===== src/rtl/uart_pkg.sv =====
// Shared types and helpers for the uart receive blocks.
package uart_pkg;

    typedef enum logic [2:0] {
        IDLE   = 3'd0,
        START  = 3'd1,
        DATA   = 3'd2,
        PARITY = 3'd3,
        STOP   = 3'd4
    } state_t;

    // Counter width for a range of n values; never narrower than one bit.
    function automatic int cnt_width(input int n);
        return (n > 1) ? $clog2(n) : 1;
    endfunction

endpackage


===== src/rtl/uart_rx_sync.sv =====
// Multi-stage synchroniser for an asynchronous line that idles high.
module uart_rx_sync #(
    parameter int STAGES = 2
) (
    input  logic clk,
    input  logic rst_n,
    input  logic d,
    output logic q
);

    logic [STAGES-1:0] ff;

    always_ff @(posedge clk or negedge rst_n) begin
        if (!rst_n) ff <= '1;
        else        ff <= {ff[STAGES-2:0], d};
    end

    assign q = ff[STAGES-1];

endmodule


===== src/rtl/uart_rx_param.sv =====
// Parametrised oversampling UART receiver with parity/framing checks and valid/ready output.
// states: IDLE wait start | START verify start | DATA shift bits | PARITY check | STOP deliver
module uart_rx_param
    import uart_pkg::*;
#(
    parameter int DATA_BITS   = 7,
    parameter int OVERSAMPLE  = 8,
    parameter int PARITY_EN   = 0,
    parameter int PARITY_ODD  = 0,
    parameter int SYNC_STAGES = 2
) (
    input  logic                 clk,
    input  logic                 rst_n,
    input  logic                 ena,
    input  logic                 rx,
    output logic [DATA_BITS-1:0] data_out,
    output logic                 valid_out,
    input  logic                 ready_in,
    output logic                 frame_err,
    output logic                 parity_err,
    output logic                 overrun,
    output logic                 busy,
    output logic [2:0]           state_out
);

    localparam int CW = cnt_width(OVERSAMPLE);
    localparam int BW = cnt_width(DATA_BITS + 1);
    localparam logic [CW-1:0] MID      = CW'(OVERSAMPLE / 2);
    localparam logic [CW-1:0] LAST     = CW'(OVERSAMPLE - 1);
    localparam logic [BW-1:0] BIT_LAST = BW'(DATA_BITS - 1);
    localparam logic          ODD      = (PARITY_ODD != 0);

    logic rx_s;

    uart_rx_sync #(.STAGES(SYNC_STAGES)) u_sync (
        .clk   (clk),
        .rst_n (rst_n),
        .d     (rx),
        .q     (rx_s)
    );

    state_t               state, state_nxt;
    logic [CW-1:0]        cnt, cnt_nxt;
    logic [BW-1:0]        bit_cnt, bit_nxt;
    logic [DATA_BITS-1:0] shreg, shreg_nxt;
    logic                 par_err_q, par_err_nxt;
    logic                 load, frame_nxt, parity_nxt, ovr_nxt;

    always_comb begin
        state_nxt   = state;
        cnt_nxt     = cnt;
        bit_nxt     = bit_cnt;
        shreg_nxt   = shreg;
        par_err_nxt = par_err_q;
        load        = 1'b0;
        frame_nxt   = 1'b0;
        parity_nxt  = 1'b0;
        ovr_nxt     = 1'b0;
        if (ena) begin
            cnt_nxt = cnt + CW'(1);
            case (state)
                IDLE: begin
                    cnt_nxt = '0;
                    if (!rx_s) begin
                        state_nxt   = START;
                        par_err_nxt = 1'b0;
                    end
                end
                START: begin
                    if (cnt == MID && rx_s) begin
                        state_nxt = IDLE;
                    end else if (cnt == LAST) begin
                        state_nxt = DATA;
                        bit_nxt   = '0;
                    end
                end
                DATA: begin
                    if (cnt == MID) begin
                        shreg_nxt                = shreg >> 1;
                        shreg_nxt[DATA_BITS-1]   = rx_s;
                    end
                    if (cnt == LAST) begin
                        if (bit_cnt == BIT_LAST)
                            state_nxt = (PARITY_EN != 0) ? PARITY : STOP;
                        else
                            bit_nxt = bit_cnt + BW'(1);
                    end
                end
                PARITY: begin
                    if (cnt == MID)  par_err_nxt = ^shreg ^ rx_s ^ ODD;
                    if (cnt == LAST) state_nxt = STOP;
                end
                STOP: begin
                    // Leave at mid-stop so a back-to-back start edge is not missed.
                    if (cnt == MID) begin
                        state_nxt = IDLE;
                        if (!rx_s)                      frame_nxt  = 1'b1;
                        else if (par_err_q)             parity_nxt = 1'b1;
                        else if (!valid_out || ready_in) load      = 1'b1;
                        else                            ovr_nxt    = 1'b1;
                    end
                end
                default: state_nxt = IDLE;
            endcase
        end
    end

    always_ff @(posedge clk or negedge rst_n) begin
        if (!rst_n) begin
            state     <= IDLE;
            cnt       <= '0;
            bit_cnt   <= '0;
            shreg     <= '0;
            par_err_q <= 1'b0;
        end else begin
            state     <= state_nxt;
            cnt       <= cnt_nxt;
            bit_cnt   <= bit_nxt;
            shreg     <= shreg_nxt;
            par_err_q <= par_err_nxt;
        end
    end

    always_ff @(posedge clk or negedge rst_n) begin
        if (!rst_n) begin
            data_out   <= '0;
            valid_out  <= 1'b0;
            frame_err  <= 1'b0;
            parity_err <= 1'b0;
            overrun    <= 1'b0;
        end else begin
            frame_err  <= frame_nxt;
            parity_err <= parity_nxt;
            overrun    <= ovr_nxt;
            if (load) begin
                data_out  <= shreg;
                valid_out <= 1'b1;
            end else if (valid_out && ready_in) begin
                valid_out <= 1'b0;
            end
        end
    end

    assign busy      = (state != IDLE);
    assign state_out = state;

endmodule


===== config.mk =====
export PLATFORM = sky130hd
export DESIGN_NAME = uart_rx_param
export DESIGN_NICKNAME = d
export VERILOG_FILES = /design/src/rtl/uart_pkg.sv /design/src/rtl/uart_rx_sync.sv /design/src/rtl/uart_rx_param.sv
export SDC_FILE = /design/constraint.sdc
export NUM_CORES = 1
export LEC_CHECK = 0
export CAP_MARGIN = 15
export CORE_ASPECT_RATIO = 1.25
export CORE_UTILIZATION = 45
export DETAILED_ROUTE_END_ITERATION = 8
export MAX_ROUTING_LAYER = met4
export PLACE_DENSITY = 0.68
export SYNTH_ARGS = -nofsm -noshare
export SYNTH_HDL_FRONTEND = slang
export SYNTH_SLANG_ARGS = --single-unit

===== constraint.sdc =====
create_clock -name clk -period 3.8 [get_ports clk]
set_clock_uncertainty 0.15 [all_clocks]
set_input_delay 0.57 -clock clk [delete_from_list [all_inputs] [get_ports clk]]
set_output_delay 0.57 -clock clk [all_outputs]
set_load 0.02 [all_outputs]

==> results of run 1 <==
==> kinds of logic after synthesis <==
kind of cell	after synthesis	share of synthesized area, %
xor gates and xnor gates	7	4.30
and+or+nand+nor	32	12.1
AOI/OAI and AO/OA	12	6.85
DFF	30	52.9
buffers and inverters	10	3.77
muxes	19	15.7
adders and majority gates	5	4.39
==> path summary, 6_finish.rpt <==
check	startpoint	endpoint	slack (ns)	cells after the start
hold / removal	u_sync.ff[0]$_DFF_PN1_	u_sync.ff[1]$_DFF_PN1_	0.21	0
setup reg to reg	cnt[0]$_DFFE_PN0P_	data_out[0]$_DFFE_PN0P_	1.69	7
hold reg to reg	u_sync.ff[0]$_DFF_PN1_	u_sync.ff[1]$_DFF_PN1_	0.21	0
max in group asynchronous	rst_n	u_sync.ff[0]$_DFF_PN1_	2.70	2
setup / recovery	state_out[2]$_DFFE_PN0P_	busy	1.03	3
min in group asynchronous	rst_n	data_out[0]$_DFFE_PN0P_	0.47	2
==> per-stage QoR <==
| stage | util [%] | setup slack, ns | instance area, um2 | hold slack [ns] | std cells |
|---|---|---|---|---|---|
| final | 57.7 | 1.03 | 1710 | 0.209 | 175 |
| after global routing | 57.7 | 0.894 | 1710 | 0.220 | 175 |
| after CTS | 57.7 | 1.01 | 1710 | 0.210 | 175 |
| after detailed placement | 55.1 | 1.07 | 1640 | 0.197 | 167 |
| after global placement | 55.1 | 1.13 | 1640 | 0.196 | 167 |
| after floorplan | - | 1.79 | 1430 | 0.124 | 115 |
==> layout make-up <==
cell class | instances | area [um2] | share of cell area [%]
Sequential cell | 30 | 753 | 43.9
Multi-Input combinational cell | 75 | 618 | 36.1
Timing Repair Buffer | 20 | 198 | 11.5
Tap cell | 36 | 45.0 | 2.63
Clock inverter | 3 | 40.0 | 2.34
Clock buffer | 5 | 37.5 | 2.19
Inverter | 6 | 22.5 | 1.31
==> sequential cells by signal, summed over array words and instances (netlist names) <==
| name | cells |
|---|---|
| u_sync.ff | 2 |
| par_err_q | 1 |
| valid_out | 1 |
| data_out | 7 |
| parity_err | 1 |
| frame_err | 1 |
| shreg | 7 |
| overrun | 1 |
| bit_cnt | 3 |
| cnt | 3 |
| state_out | 3 |
==> report_power, final <==
| group | internal [mW] | total [mW] | switching (mW) |
|---|---|---|---|
| clock network | 0.136 | 0.249 | 0.113 |
| registers | 0.362 | 0.420 | 0.0576 |
| logic | 0.145 | 0.305 | 0.160 |
==> routing by layer <==
layer	track usage [%]	vias to the layer above	wire length, um
li1	-	441	-
met1	22.9	446	1150
met2	29.0	16	1200
met3	7.04	4	96
met4	5.92	0	40
met5	-	-	0
==> layout by cell type (no fill, tap or decap), types with 3 or more instances in the layout <==
cell type,n
nand2b_1,3
nor2_1,7
dfrtp_1,28
clkdlybuf4s50_1,19
mux2_4,3
nand2_1,5
mux2_2,7
o21ai_0,4
nand3_1,7
xnor2_1,6
ha_1,5
mux2_1,8
inv_1,6
clkbuf_4,5
==> critical path, delay by kind of cell (launching register included) <==
kind | cells | cell delay [ns]
buffers and inverters | 2 | 0.78
DFF | 1 | 0.51
and+or+nand+nor | 1 | 0.42
==> impl_metrics.json, run 1 <==
{
  "io_buffers": 19,
  "ys_ff_latch": 30,
  "post_cts_resized": 0,
  "dp_hpwl_um": 1790,
  "post_cts_buffers": 0,
  "ir_drop_uv": 597,
  "ant_nets": 0,
  "yosysSeqAreaShare_pct": 52.9,
  "yosys.area.top_type_share_pct": 49.2,
  "vias_per_cell": 5.18,
  "dr.pass1.iters": 4,
  "synth_edf_count": 0,
  "leakagePower_nw": 0.816,
  "fillCellCount": 262,
  "die_h_um": 64.9,
  "first_global_vias": 973,
  "synth-main-ff-cell": "dfrtp_1",
  "min_path_type": "reg -> reg",
  "grt_overflow": 0,
  "num_vias": 907,
  "initial_utilization_pct": 47.9,
  "cp_slowest_cell": "clkdlybuf4s50_1",
  "grt.total_usage_pct": 18.9,
  "syn_area_per_cell_um2": 12.4,
  "fin_setup_tns_ns": 0,
  "area_growth_pct": 20.3,
  "core_area_mm2": 0.00297,
  "critPathKind": "reg -> out",
  "synth.most_common_cell": "dfrtp_1",
  "cts.path.max_buffers": 2,
  "syn-cell-area_mm2": 0.00143,
  "num_io_pins": 20,
  "num-nets-final": 148,
  "grt_pass1_wl_um": 4530,
  "yosys.area.top_type": "dfrtp_1",
  "cp.required_ns": 3.08,
  "period_needed_ns": 2.77,
  "clkLatencyLatePin_ns": 0.34,
  "drc": 0,
  "finalCritPeriodShare_pct": 72.8,
  "syn_inst": 115,
  "p_per_area_mw_per_mm2": 568,
  "setup_viol": 0,
  "hold_violations": 0,
  "gp_congestion": 0.746,
  "crit_path_end_kind": "output port",
  "htree_levels": 2,
  "cts_tree": "done",
  "cp.arrival_ns": 2.05,
  "root_buffer": "clkbuf_4",
  "cp_max_fo": 10,
  "maxSlewHeadroom_pct": 68.6,
  "max_cap_violations": 0,
  "cts_hold_buffers": 0,
  "clk_pin_slew_ns": 0.09,
  "yosysWarnings": 0,
  "synthTopCellsByCount": "28 x dfrtp_1, 8 x mux2_1, 7 x mux2_2, 7 x nand3_1, 7 x nor2_1",
  "grt_max_degree": 31,
  "status": "finished clean",
  "slowest_delay_ns": 0.58,
  "p_total_mw": 0.974,
  "wl_per_cell_um": 14.2,
  "die_x_um": 52.3,
  "synth-async-reset-ratio_pct": 100,
  "synth_fp_nets": 125,
  "ys_types": 34,
  "fmax_mhz": 362,
  "start_kind": "register",
  "drtIter0Drc": 18,
  "drive_gt1_share_pct": 17.3,
  "wl_um": 2490,
  "antenna-diode-count": 0,
  "clkSinkCount": 30,
  "synth_area_leaders": "dfrtp_1 49%, mux2_1 6.3%, mux2_2 5.5%",
  "path_cells": "nor3_1, inv_1, clkdlybuf4s50_1",
  "rows": 22,
  "cts_made_buffers": 5,
  "rsz0062_at_grt": "false",
  "dieArea_mm2": 0.00340,
  "antenna_found_initial": 0,
  "slew_violations": 0,
  "tightest_slew_ns": 0.467
}
No activity file was read; power rests on OpenSTA's default activity.
==> run 2: changes to the inputs <==
Clock period 3.8 ns to 2.7 ns, I/O delays scaled along.
==> run 2 against run 1 <==
Non-clock buffer count increased by 1. Wire length decreased by 2.9%. First-iteration DRC count increased by 39%. Total power increased by 34%. Worst setup slack got worse by 0.85 ns. Combinational power increased by 40%. Highest routed layer unchanged.
==> impl_metrics.json, run 2 (same netlist as run 1, synthesis figures left out) <==
{
  "drc": 0,
  "dieArea_mm2": 0.00340,
  "num_vias": 930,
  "hp-start": "u_sync.ff[0]$_DFF_PN1_",
  "wl_per_cell_um": 13.7,
  "vias_per_cell": 5.28,
  "grt_max_degree": 31,
  "grt.total_usage_pct": 17.9,
  "setup_viol": 0,
  "holdWs_ns": 0.212,
  "leakagePower_nw": 0.811,
  "critPathKind": "reg -> out",
  "num_io_pins": 20,
  "multi_input_area_um2": 618,
  "num-nets-final": 149,
  "status": "finished clean",
  "maxSlewHeadroom_pct": 72.7,
  "grt_pass1_wl_um": 4300,
  "tightest_slew_ns": 0.407,
  "post_cts_resized": 0,
  "drtIter0Drc": 25,
  "cts.path.max_buffers": 2,
  "clkSinkCount": 30,
  "timing.final.ws_setup_ns": 0.180,
  "layout_commonest_cell": "dfrtp_1",
  "drive_gt1_share_pct": 17.9,
  "min_path_type": "reg -> reg",
  "core_area_mm2": 0.00297,
  "antenna-diode-count": 0,
  "largest_registers": "data_out (7), shreg (7)",
  "r2r_end": "data_out[4]$_DFFE_PN0P_",
  "wl_um": 2410,
  "cp_max_fo": 10,
  "cts_tree": "done",
  "die_x_um": 52.3,
  "crit_path_end_kind": "output port",
  "seqCellArea_um2": 753,
  "dp_hpwl_um": 1760,
  "whs_path_depth": 0,
  "clk_pin_slew_ns": 0.09,
  "area_growth_pct": 19.8,
  "cp.required_ns": 2.14,
  "clkLatencyLatePin_ns": 0.33,
  "routed-wl-met2_um": 1210,
  "stdcell_count": 176,
  "pre_cts_slack_ns": 0.344,
  "root_buffer": "clkbuf_4",
  "fin_area_mm2": 0.00171,
  "cts_made_buffers": 5,
  "slew_violations": 0,
  "post_cts_buffers": 0,
  "antenna_found_initial": 0,
  "rr_worst_depth": 7,
  "rows": 22,
  "ir_drop_uv": 555,
  "gp_congestion": 0.826,
  "cts_hold_buffers": 0,
  "r2r-start": "cnt[0]$_DFFE_PN0P_",
  "dr.pass1.iters": 4,
  "first_global_vias": 973,
  "max_cap_violations": 0,
  "dp_cells": 168,
  "start_kind": "register",
  "htree_levels": 2,
  "reg2reg_slack_ns": 0.54,
  "grt_overflow": 0,
  "dpl_cell_area_mm2": 0.00164,
  "initial_utilization_pct": 47.9,
  "io_buffers": 19,
  "topRoutingLayerUsed": "met4",
  "finalCritPeriodShare_pct": 93.3,
  "ant_nets": 0,
  "fillCellCount": 271,
  "die_h_um": 64.9,
  "fin_setup_tns_ns": 0,
  "final_cell_mix": "28 x dfrtp_1, 19 x clkdlybuf4s50_1, 8 x mux2_1",
  "hold_violations": 0,
  "cp.arrival_ns": 1.96,
  "fmax_mhz": 397,
  "period_needed_ns": 2.52,
  "holdPathEnd": "u_sync.ff[1]$_DFF_PN1_",
  "rsz0062_at_grt": "false",
  "wl_met1_um": 1060,
  "p_per_area_mw_per_mm2": 763,
  "wl_met3_um": 96
}
-- run 2: worst max path at each step --
| stage | start | end | depth (start not counted) |
|---|---|---|---|
| 2_1_floorplan | state_out[2]$_DFFE_PN0P_ | state_out[0]$_DFFE_PN0P_ | 7 |
| 3_3_place_gp | ena | data_out[2]$_DFFE_PN0P_ | 6 |
| 6_report | state_out[2]$_DFFE_PN0P_ | busy | 3 |
| 5_1_grt | state_out[2]$_DFFE_PN0P_ | busy | 3 |
| 4_1_cts | state_out[2]$_DFFE_PN0P_ | busy | 3 |
| 3_5_place_dp | ena | data_out[4]$_DFFE_PN0P_ | 6 |
-- run 2: layout make-up --
type / instances / share of cell area (%)
clock buffers: 6 / 3.00
clock inverters: 2 / 0.733
inverters: 6 / 1.32
multi-input cells: 75 / 36.2
flip-flops and latches: 30 / 44.1
well taps: 36 / 2.64
repair buffers: 21 / 12.0
-- run 2: layer usage --
layer | up-vias | track usage (%)
li1 | 445 | -
met1 | 463 | 20.5
met2 | 16 | 27.8
met5 | - | -
met4 | 0 | 7.89
met3 | 6 | 6.34
-- run 2: stage by stage --
stage               utilization, %  power (mW)
floorplan                        -       0.907
global placement              55.3        1.01
detailed placement            55.3        1.03
CTS                           57.4        1.32
global route                  57.4        1.39
finish                        57.4        1.30
-- run 2: power by group --
group          internal [mW]  switching [mW]
logic                  0.205           0.221
clock network          0.125           0.162
registers              0.510          0.0801
total                  0.840           0.463
-- run 2: critical path, cell delays in order, from the launching register on --
cell and delay, ns:
dfrtp_1 0.51, nor3_1 0.38, inv_1 0.18, clkdlybuf4s50_1 0.58
==> run 3: changes to the inputs <==
Settings changed: CAP_MARGIN 15 to unset, CORE_UTILIZATION 45 to 30, CTS_CLUSTER_DIAMETER set to 30, PLACE_DENSITY 0.68 to unset.
==> run 3 against run 2 <==
Cell area is 4.7% higher. Via count decreased by 1.8%. Largest cell class unchanged. Clock-buffer cell count rose by 1. Largest power group unchanged. Core utilization is 18 points lower. Register-to-register slack barely moved.
==> impl_metrics.json, run 3 (same netlist as run 1, synthesis figures left out) <==
{
  "status": "finished clean",
  "critPathKind": "reg -> out",
  "critPathLaunch": "state_out[2]$_DFFE_PN0P_",
  "cp_slowest_cell": "clkdlybuf4s50_1",
  "reg2reg_slack_ns": 0.53,
  "grt_max_degree": 31,
  "r2r-start": "cnt[0]$_DFFE_PN0P_",
  "cts_made_buffers": 5,
  "cts.path.max_buffers": 2,
  "cpLargestDelayFamily": "buffers and inverters",
  "clkSinkCount": 30,
  "initial_utilization_pct": 31.7,
  "p_per_area_mw_per_mm2": 829,
  "path_buf_inv": 2,
  "routed-wl-met2_um": 1220,
  "core_area_mm2": 0.00449,
  "first_global_vias": 898,
  "ant_nets": 0,
  "pre_cts_slack_ns": 0.332,
  "start_kind": "register",
  "dp_hpwl_um": 1740,
  "antenna-diode-count": 0,
  "multi_input_area_um2": 618,
  "wl_met1_um": 1030,
  "crit_path_end_kind": "output port",
  "clkLatencyLatePin_ns": 0.28,
  "num-nets-final": 149,
  "topRoutingLayerUsed": "met4",
  "slowest_delay_ns": 0.58,
  "fin_setup_tns_ns": 0,
  "maxSlewHeadroom_pct": 69.6,
  "hold_violations": 0,
  "leakagePower_nw": 0.835,
  "ir_drop_uv": 296,
  "final_cell_mix": "28 x dfrtp_1, 19 x clkdlybuf4s50_1, 8 x mux2_1",
  "antenna_found_initial": 0,
  "path_cells": "nor3_1, inv_1, clkdlybuf4s50_1",
  "vias_per_cell": 4.61,
  "cts_hold_buffers": 0,
  "cp_max_fo": 10,
  "fmax_mhz": 398,
  "wl_per_cell_um": 12.1,
  "dr.pass1.iters": 4,
  "whs_path_depth": 0,
  "fillCellCount": 421,
  "stdcell_count": 198,
  "r2r_end": "data_out[5]$_DFFE_PN0P_",
  "wl_um": 2390,
  "die_h_um": 79.1,
  "hp-start": "u_sync.ff[0]$_DFF_PN1_",
  "dieArea_mm2": 0.00503,
  "drtIter0Drc": 15,
  "rows": 27,
  "drive_gt1_share_pct": 17.1,
  "layout_commonest_cell": "dfrtp_1",
  "seqCellArea_um2": 753,
  "timing.final.ws_setup_ns": 0.186,
  "cp.arrival_ns": 1.96,
  "htree_levels": 2,
  "grt_pass1_wl_um": 4110,
  "largest_registers": "data_out (7), shreg (7)",
  "slew_violations": 0,
  "grt.total_usage_pct": 11.2,
  "die_x_um": 63.6,
  "period_needed_ns": 2.51,
  "post_cts_buffers": 0,
  "final_core_util_pct": 39.8,
  "max_cap_violations": 0,
  "clk_pin_slew_ns": 0.06,
  "grt_overflow": 0,
  "io_buffers": 19,
  "cp.required_ns": 2.14,
  "cts_tree": "done",
  "min_path_type": "reg -> reg",
  "area_growth_pct": 25.5,
  "root_buffer": "clkbuf_8",
  "tightest_slew_ns": 0.452,
  "num_vias": 913,
  "drc": 0,
  "dp_cells": 190,
  "post_cts_resized": 0,
  "setup_viol": 0,
  "num_io_pins": 20,
  "gp_congestion": 0.815,
  "rsz0062_at_grt": "false",
  "wl_met3_um": 83,
  "rr_worst_depth": 7,
  "holdPathEnd": "u_sync.ff[1]$_DFF_PN1_",
  "finalCritPeriodShare_pct": 93.1
}
run 3: changes by cell type in the layout (fill, tap and decap cells not counted), sizes merged:
| cell | delta |
|---|---|
| clkinvlp | -1 |
| clkinv | -1 |
| clkbuf | +1 |
| bufinv | +1 |
run 3: final cells by class:
cell class              instances  share of cell area, %
inverters                       6                   1.26
multi-input cells              75                   34.6
flip-flops and latches         30                   42.1
clock buffers                   7                   4.83
repair buffers                 21                   11.5
clock inverters                 1                   1.68
well taps                      58                   4.06
run 3: power breakdown:
| group | internal, mW | switching, mW |
|---|---|---|
| clock | 0.300 | 0.159 |
| combinational | 0.207 | 0.224 |
| sequential | 0.511 | 0.0801 |
run 3: through the flow:
step	power (mW)	instance area, um2	hold WS [ns]
after floorplan	0.907	1430	-0.0406
final	1.48	1790	0.206
after global placement	1.01	1670	0.196
after detailed placement	1.03	1670	0.199
after CTS	1.50	1790	0.208
after global routing	1.57	1790	0.210
run 3: routing by layer:
layer,vias to the layer above,global-route usage (%)
met1,446,11.5
met2,20,18.3
met5,-,-
met3,6,4.02
li1,441,-
met4,0,6.59
run 3: worst max path at each step:
stage,endpoint,slack (ns),cells after the start
floorplan,state_out[0]$_DFFE_PN0P_,0.69,7
global route,busy,0.02,3
global placement,data_out[4]$_DFFE_PN0P_,0.39,6
detailed placement,data_out[5]$_DFFE_PN0P_,0.33,6
CTS,busy,0.19,3
finish,busy,0.19,3
